--- config.mk ---
export PLATFORM = sky130hd
export DESIGN_NAME = program_loader_store
export DESIGN_NICKNAME = d
export VERILOG_FILES = /design/src/rtl/program_loader_store.sv
export SDC_FILE = /design/constraint.sdc
export NUM_CORES = 2
export LEC_CHECK = 0
export ABC_AREA = 1
export CAP_MARGIN = 20
export CORE_UTILIZATION = 37
export DETAILED_ROUTE_END_ITERATION = 12
export PLACE_DENSITY = 0.5
export REMOVE_ABC_BUFFERS = 1
export SYNTH_ARGS = -nofsm -noshare
export SYNTH_HDL_FRONTEND = slang
export SYNTH_SLANG_ARGS = --single-unit
export TNS_END_PERCENT = 5
--- constraint.sdc ---
create_clock -name clk -period 8.2 [get_ports clk]
set_clock_uncertainty 0.2 [all_clocks]
set_input_delay 0.82 -clock clk [delete_from_list [all_inputs] [get_ports clk]]
set_output_delay 0.82 -clock clk [all_outputs]
set_load 0.01 [all_outputs]
--- src/rtl/program_loader_store.sv ---
// Program store for the 8-bit core: loads bytes over valid/ready, then serves instruction = mem[PC] while running.
// Optional CHECKSUM_EN macro builds a mod-256 byte accumulator on the checksum output.
module program_loader_store #(
    parameter int unsigned DEPTH      = 256,
    parameter int unsigned ADDR_W     = 8,
    parameter logic [7:0]  IDLE_INSTR = 8'h00
) (
    input  logic              clk,
    input  logic              reset,
    input  logic              mode_load,
    input  logic              load_valid,
    input  logic [7:0]        load_data,
    output logic              load_ready,
    input  logic              load_end,
    input  logic [7:0]        PC,
    output logic [7:0]        instruction,
    output logic              cpu_reset,
    output logic [ADDR_W:0]   prog_len,
    output logic [1:0]        state,
    output logic [7:0]        checksum
);

    localparam int unsigned LEN_W = ADDR_W + 1;
    localparam int unsigned CMP_W = 9;
    localparam logic [LEN_W-1:0] FULL = LEN_W'(DEPTH);

    typedef enum logic [1:0] {
        ST_IDLE = 2'b00,
        ST_LOAD = 2'b01,
        ST_RUN  = 2'b10
    } state_t;

    state_t           state_q;
    state_t           state_d;
    logic [LEN_W-1:0] wr_ptr_q;
    logic             xfer_c;
    logic             clr_c;
    logic             run_hit_c;
    logic [7:0]       mem [DEPTH];

    // State register
    always_ff @(posedge clk) begin
        if (reset) begin
            state_q <= ST_IDLE;
        end else begin
            state_q <= state_d;
        end
    end

    // Next state, handshake and load-entry clear
    always_comb begin
        state_d    = state_q;
        clr_c      = 1'b0;
        load_ready = 1'b0;
        xfer_c     = 1'b0;
        case (state_q)
            ST_IDLE: begin
                if (mode_load) begin
                    state_d = ST_LOAD;
                    clr_c   = 1'b1;
                end else if (wr_ptr_q != '0) begin
                    state_d = ST_RUN;
                end
            end
            ST_LOAD: begin
                load_ready = (wr_ptr_q != FULL);
                xfer_c     = load_valid & load_ready;
                // A byte accepted alongside load_end still counts toward a non-empty program
                if (load_end) begin
                    state_d = ((wr_ptr_q != '0) || xfer_c) ? ST_RUN : ST_IDLE;
                end
            end
            ST_RUN: begin
                if (mode_load) begin
                    state_d = ST_LOAD;
                    clr_c   = 1'b1;
                end
            end
            default: begin
                state_d = ST_IDLE;
            end
        endcase
    end

    // Write pointer doubles as the loaded-length counter; it saturates at DEPTH
    always_ff @(posedge clk) begin
        if (reset || clr_c) begin
            wr_ptr_q <= '0;
        end else if (xfer_c) begin
            wr_ptr_q <= wr_ptr_q + LEN_W'(1);
        end
    end

    // Program storage, never cleared; the length gate hides stale bytes
    always_ff @(posedge clk) begin
        if (!reset && xfer_c) begin
            mem[wr_ptr_q[ADDR_W-1:0]] <= load_data;
        end
    end

    assign run_hit_c = (state_q == ST_RUN) && (CMP_W'(PC) < CMP_W'(wr_ptr_q));

    always_comb begin
        instruction = IDLE_INSTR;
        if (run_hit_c) begin
            instruction = mem[PC[ADDR_W-1:0]];
        end
    end

    assign cpu_reset = (state_q != ST_RUN);
    assign prog_len  = wr_ptr_q;
    assign state     = state_q;

`ifdef CHECKSUM_EN
    logic [7:0] sum_q;

    always_ff @(posedge clk) begin
        if (reset || clr_c) begin
            sum_q <= 8'h00;
        end else if (xfer_c) begin
            sum_q <= sum_q + load_data;
        end
    end

    assign checksum = sum_q;
`else
    assign checksum = 8'h00;
`endif

endmodule
== After elaboration in Yosys (flattened, before gate mapping) ==
Memories as Yosys holds them, arrays and structs flattened.
Cells that the tools add are included.

* Memories: 1
* Register bits after elaboration: 11
* Bits in writable memories: 2048
* Output and inout bits: 29

* Multiplexer cells: 13
* $lt $le $gt $ge: 1
* $add $sub $neg: 1
* Eq/ne operators: 7
* Bitwise operators: 1
* Reductions and logical operators: 9

{| class="wikitable"
|+ Memories
! memory !! words !! bits a word !! rd ports !! clocked after Yosys merged registers in !! wr ports !! RTL line !! source
|-
| mem || 256 || 8 || 1 || 0 || 1 || 39 || <nowiki>logic [7:0] mem [DEPTH];</nowiki>
|}

{| class="wikitable"
|+ Operators with widths
! kind !! number
|-
| $mux W2 || 5
|-
| $add A9 B1 Y9 const B || 1
|-
| $lt A8 B9 Y1 || 1
|-
| $ne A9 B9 Y1 const B || 1
|-
| $reduce_bool A9 Y1 || 1
|-
| $mux W8 || 1
|-
| $mux W1 || 6
|-
| $ne A2 B2 Y1 const B || 3
|-
| $pmux W2 S3 || 1
|-
| $ne A3 B3 Y1 const B || 1
|-
| $reduce_and A3 Y1 || 1
|-
| $eq A2 B1 Y1 const B || 1
|-
| $eq A2 B2 Y1 const B || 1
|-
| $logic_and A1 B1 Y1 || 2
|-
| $logic_not A2 Y1 || 1
|-
| $logic_or A1 B1 Y1 || 2
|-
| $reduce_or A2 Y1 || 1
|-
| $and A1 B1 Y1 || 1
|-
| $logic_not A1 Y1 || 1
|}

== Depth between registers and ports, before layout ==
* Depth in word-level cells: 6
* Depth in mapped cells: 15
* Mapped depth without buffers: 13

== Worst setup path after synthesis ==
No wires, ideal clock.

* Path kind: input port to output port
* Start point: input PC[2]
* End point: output instruction[2]
* Cell stages on the path: 12
* Data arrival time: 2.227 ns
* Data required time: 7.180 ns
* Path buffers: 3
* Setup slack: 4.953 ns
* Path through: buf_2 inv_1 clkbuf_1 clkbuf_1 nand3_1 nand3_1 nand3_1 nand3_1 nand3_1 nand3_1 nand2_1 nor2_1

* Cells in the longest elaborated chain, start to end: 3

{| class="wikitable"
|+ RTL lines
! what !! RTL line !! source
|-
| start: declaration || 15 || <nowiki>input logic [7:0] PC,</nowiki>
|-
| branches (longest 2 deep; another with $mem_v2 Z256 W8) || n/a ||
|-
| $mux W8 * || 105 || <nowiki>if (run_hit_c) begin</nowiki>
|-
| end: declaration || 16 || <nowiki>output logic [7:0] instruction,</nowiki>
|}

Every way passes the cells marked *.

== Worst setup path in the final report ==
* Start point: input PC[0]
* End point: output instruction[4]

The elaborated chain is that of the path after synthesis.

==> metrics <==
CTS Hold Buffers Added=0; initial antenna violation count=8; Total GRT Usage=0.213; hold path cells=1; R2R Setup Slk=3.15 ns; largest net degree at the start of global routing=189; First-pass DRT Iterations=7; cell row count=174; top cell type by total area after synthesis=edfxtp_1; share of the synthesized area in the top cell type=0.732; Die Footprint=229000 µm²; Hold Vio Cnt, Final=0; critical path startpoint category=primary input; area occupied by multi-input gates=19900 µm²; FF-to-FF Start=prog_len[0]; first-pass GRT wire length=361 mm; Fill cells=21100; Netlist cell types=35; synthesized instance count=7073; # Post-CTS Setup Buffers=0; hold crit path type=primary input to flip-flop; # IOs=50; CTS tree=yes; Syn Area/Cell=11.9 µm²; mapped cell area=84000 µm²; fin area=94000 µm²; hpwl dp=136 mm; period utilisation layout=0.735; WP data arrival=5.01 ns; Power Total=22.4 mW; Core Footprint=225000 µm²; min cycle time layout=6.03 ns; final non-filler cell total=10100; clk root buf=clkbuf_16; RSZ-0062 raised after global routing=no; drt initial violations=5425; grt ovf=0; Worst Setup End Kind=output port; DR vias/cell=5.32; post-cts gate resize count=0; Post-route DRC=0; setup violators final=0; clock-pin slew on the worst setup and hold paths=0.06 ns; Num Clock Sinks=2059; die width=478 µm; Hold Crit Start=load_data[2]; max_cap viols=0; drt wl/cell=24.4 µm; R2R cell count=12; P per Cell Area=239 nW/µm²; synthesis warning total=0; Longest Clk Path Bufs=3; Detail Route Antenna Nets=0; pin slew with the least headroom to its limit=1.08 ns; initial core utilization=0.373; Total Wirelength=247 mm; Cell Area, Placed=87100 µm²; status=finished, final reports clean; final net count=6997; CP Class=primary input to output port; die height=478 µm; Min-Delay Endpoint=mem[196][2]; clock latency on the worst-skew pair=0.88 ns; LEAKAGE=32.1 nW; Crit path required time=7.18 ns; RR Endpoint=mem[46][0]; Area contributors post-synth=edfxtp_1 (73%), nand3_1 (12%), nand2_1 (9.4%); Fin Hold WS=0.198 ns; placed cells=9739; Max rail drop VDD=178 µV; Rel. slew slack=0.280; Seq/Total Area, Yosys=0.735; Area growth syn-to-layout=12.0%; register area=61700 µm²; number of synthesized register bits=2059; Slew Limit Fails=0; CTS buffer count=216; layout cells sized above 1=0.0679; Vias=54000; Setup Total Neg Slack=0 ns; H-tree levels=4; crit-path max FO=70; gpl congestion=0.838; vias in the first global route=51800; input/output buffers=41; Fmax=166 MHz
state kept, by name, summed over array words and instances (netlist names):
name	flops
state	2
mem	2048
prog_len	9
cell usage in the layout (no fill, tap or decap), types with 8 or more instances in the layout:
cell type and count:
nand2_1 2088, edfxtp_1 2048, nand3_1 2010, nor2_1 289, clkbuf_16 219, buf_4 91
clkinv_1 60, clkinv_2 46, clkbuf_1 37, clkdlybuf4s50_1 27, buf_12 24, inv_1 21
bufinv_16 17, a21oi_1 15, o21ai_0 13, nand2_2 12, ha_1 11, buf_8 11
dfxtp_1 11, nor3_1 10, nor2_2 9, conb_1 8
layer usage:
layer	GRT usage	vias to the layer above	part of all wire
li1	-	25000	-
met1	0.295	27000	0.44
met2	0.344	1646	0.48
met3	0.0284	335	0.057
met4	0.0713	2	0.030
met5	0	-	0.000036
per-stage QoR:
step	util	worst slack [ns]
floorplan	-	-2.87
global placement	0.387	2.27
detailed placement	0.387	2.25
CTS	0.418	2.22
global route	0.418	2.04
finish	0.418	2.17
power breakdown:
| part | leakage, nW | switching [mW] | internal, mW |
|---|---|---|---|
| clock network | 3.37 | 4.16 | 5.42 |
| registers | 18.5 | 0.00169 | 11.6 |
| logic | 10.2 | 0.987 | 0.297 |
synthesized netlist by cell type, drive strengths merged:
cell and number:
nor3 10, edfxtp 2048, o21ai 13, dfxtp 11, ha 11, clkbuf 143
o2111a 1, a2111oi 1, buf 348, a31oi 1, nand4 2, nand3 2022
clkinv 4, nor2 302, a21oi 15, conb 1, or2 1, inv 28
nand2 2106, a211oi 3, o22ai 2
critical path, cell delays in order:
cell	delay (ns)
buf_8	0.42
buf_4	0.58
buf_4	0.60
nand2_1	0.10
nand3_1	0.11
nand3_1	0.17
nand3_1	0.14
nand3_1	0.15
nand3_1	0.11
nand3_1	0.18
nand3_1	0.28
nand2_1	0.12
nor2_1	0.39
clkdlybuf4s50_1	0.63
how the worst max path moves through the flow:
stage | start | to | slack, ns | cells past startpoint
after floorplan | PC[0] | instruction[6] | -2.87 | 11
final | PC[0] | instruction[4] | 2.17 | 14
after global placement | PC[0] | instruction[4] | 2.27 | 14
after CTS | prog_len[2] | instruction[6] | 2.22 | 8
after global routing | prog_len[2] | instruction[6] | 2.04 | 8
after detailed placement | PC[0] | instruction[4] | 2.25 | 14
cells by family after synthesis:
| family | Yosys count | share of synthesized area |
|---|---|---|
| and+or+nand+nor | 4443 | 0.231 |
| DFF | 2059 | 0.735 |
| buffers and inverters | 523 | 0.0297 |
| AOI/OAI and AO/OA | 36 | 0.00247 |
| adders and majority gates | 11 | 0.00164 |
| other | 1 | 0.0000446 |
layout make-up:
| type | count | share of cell area |
|---|---|---|
| antenna | 4 | 0.000106 |
| clock inverter | 139 | 0.0135 |
| timing repair buffer | 158 | 0.0175 |
| multi-input combinational | 4498 | 0.211 |
| clock buffer | 256 | 0.0598 |
| sequential | 2059 | 0.656 |
| tap | 2992 | 0.0398 |
| inverter | 32 | 0.00174 |
(Power assumes the default switching activity.)
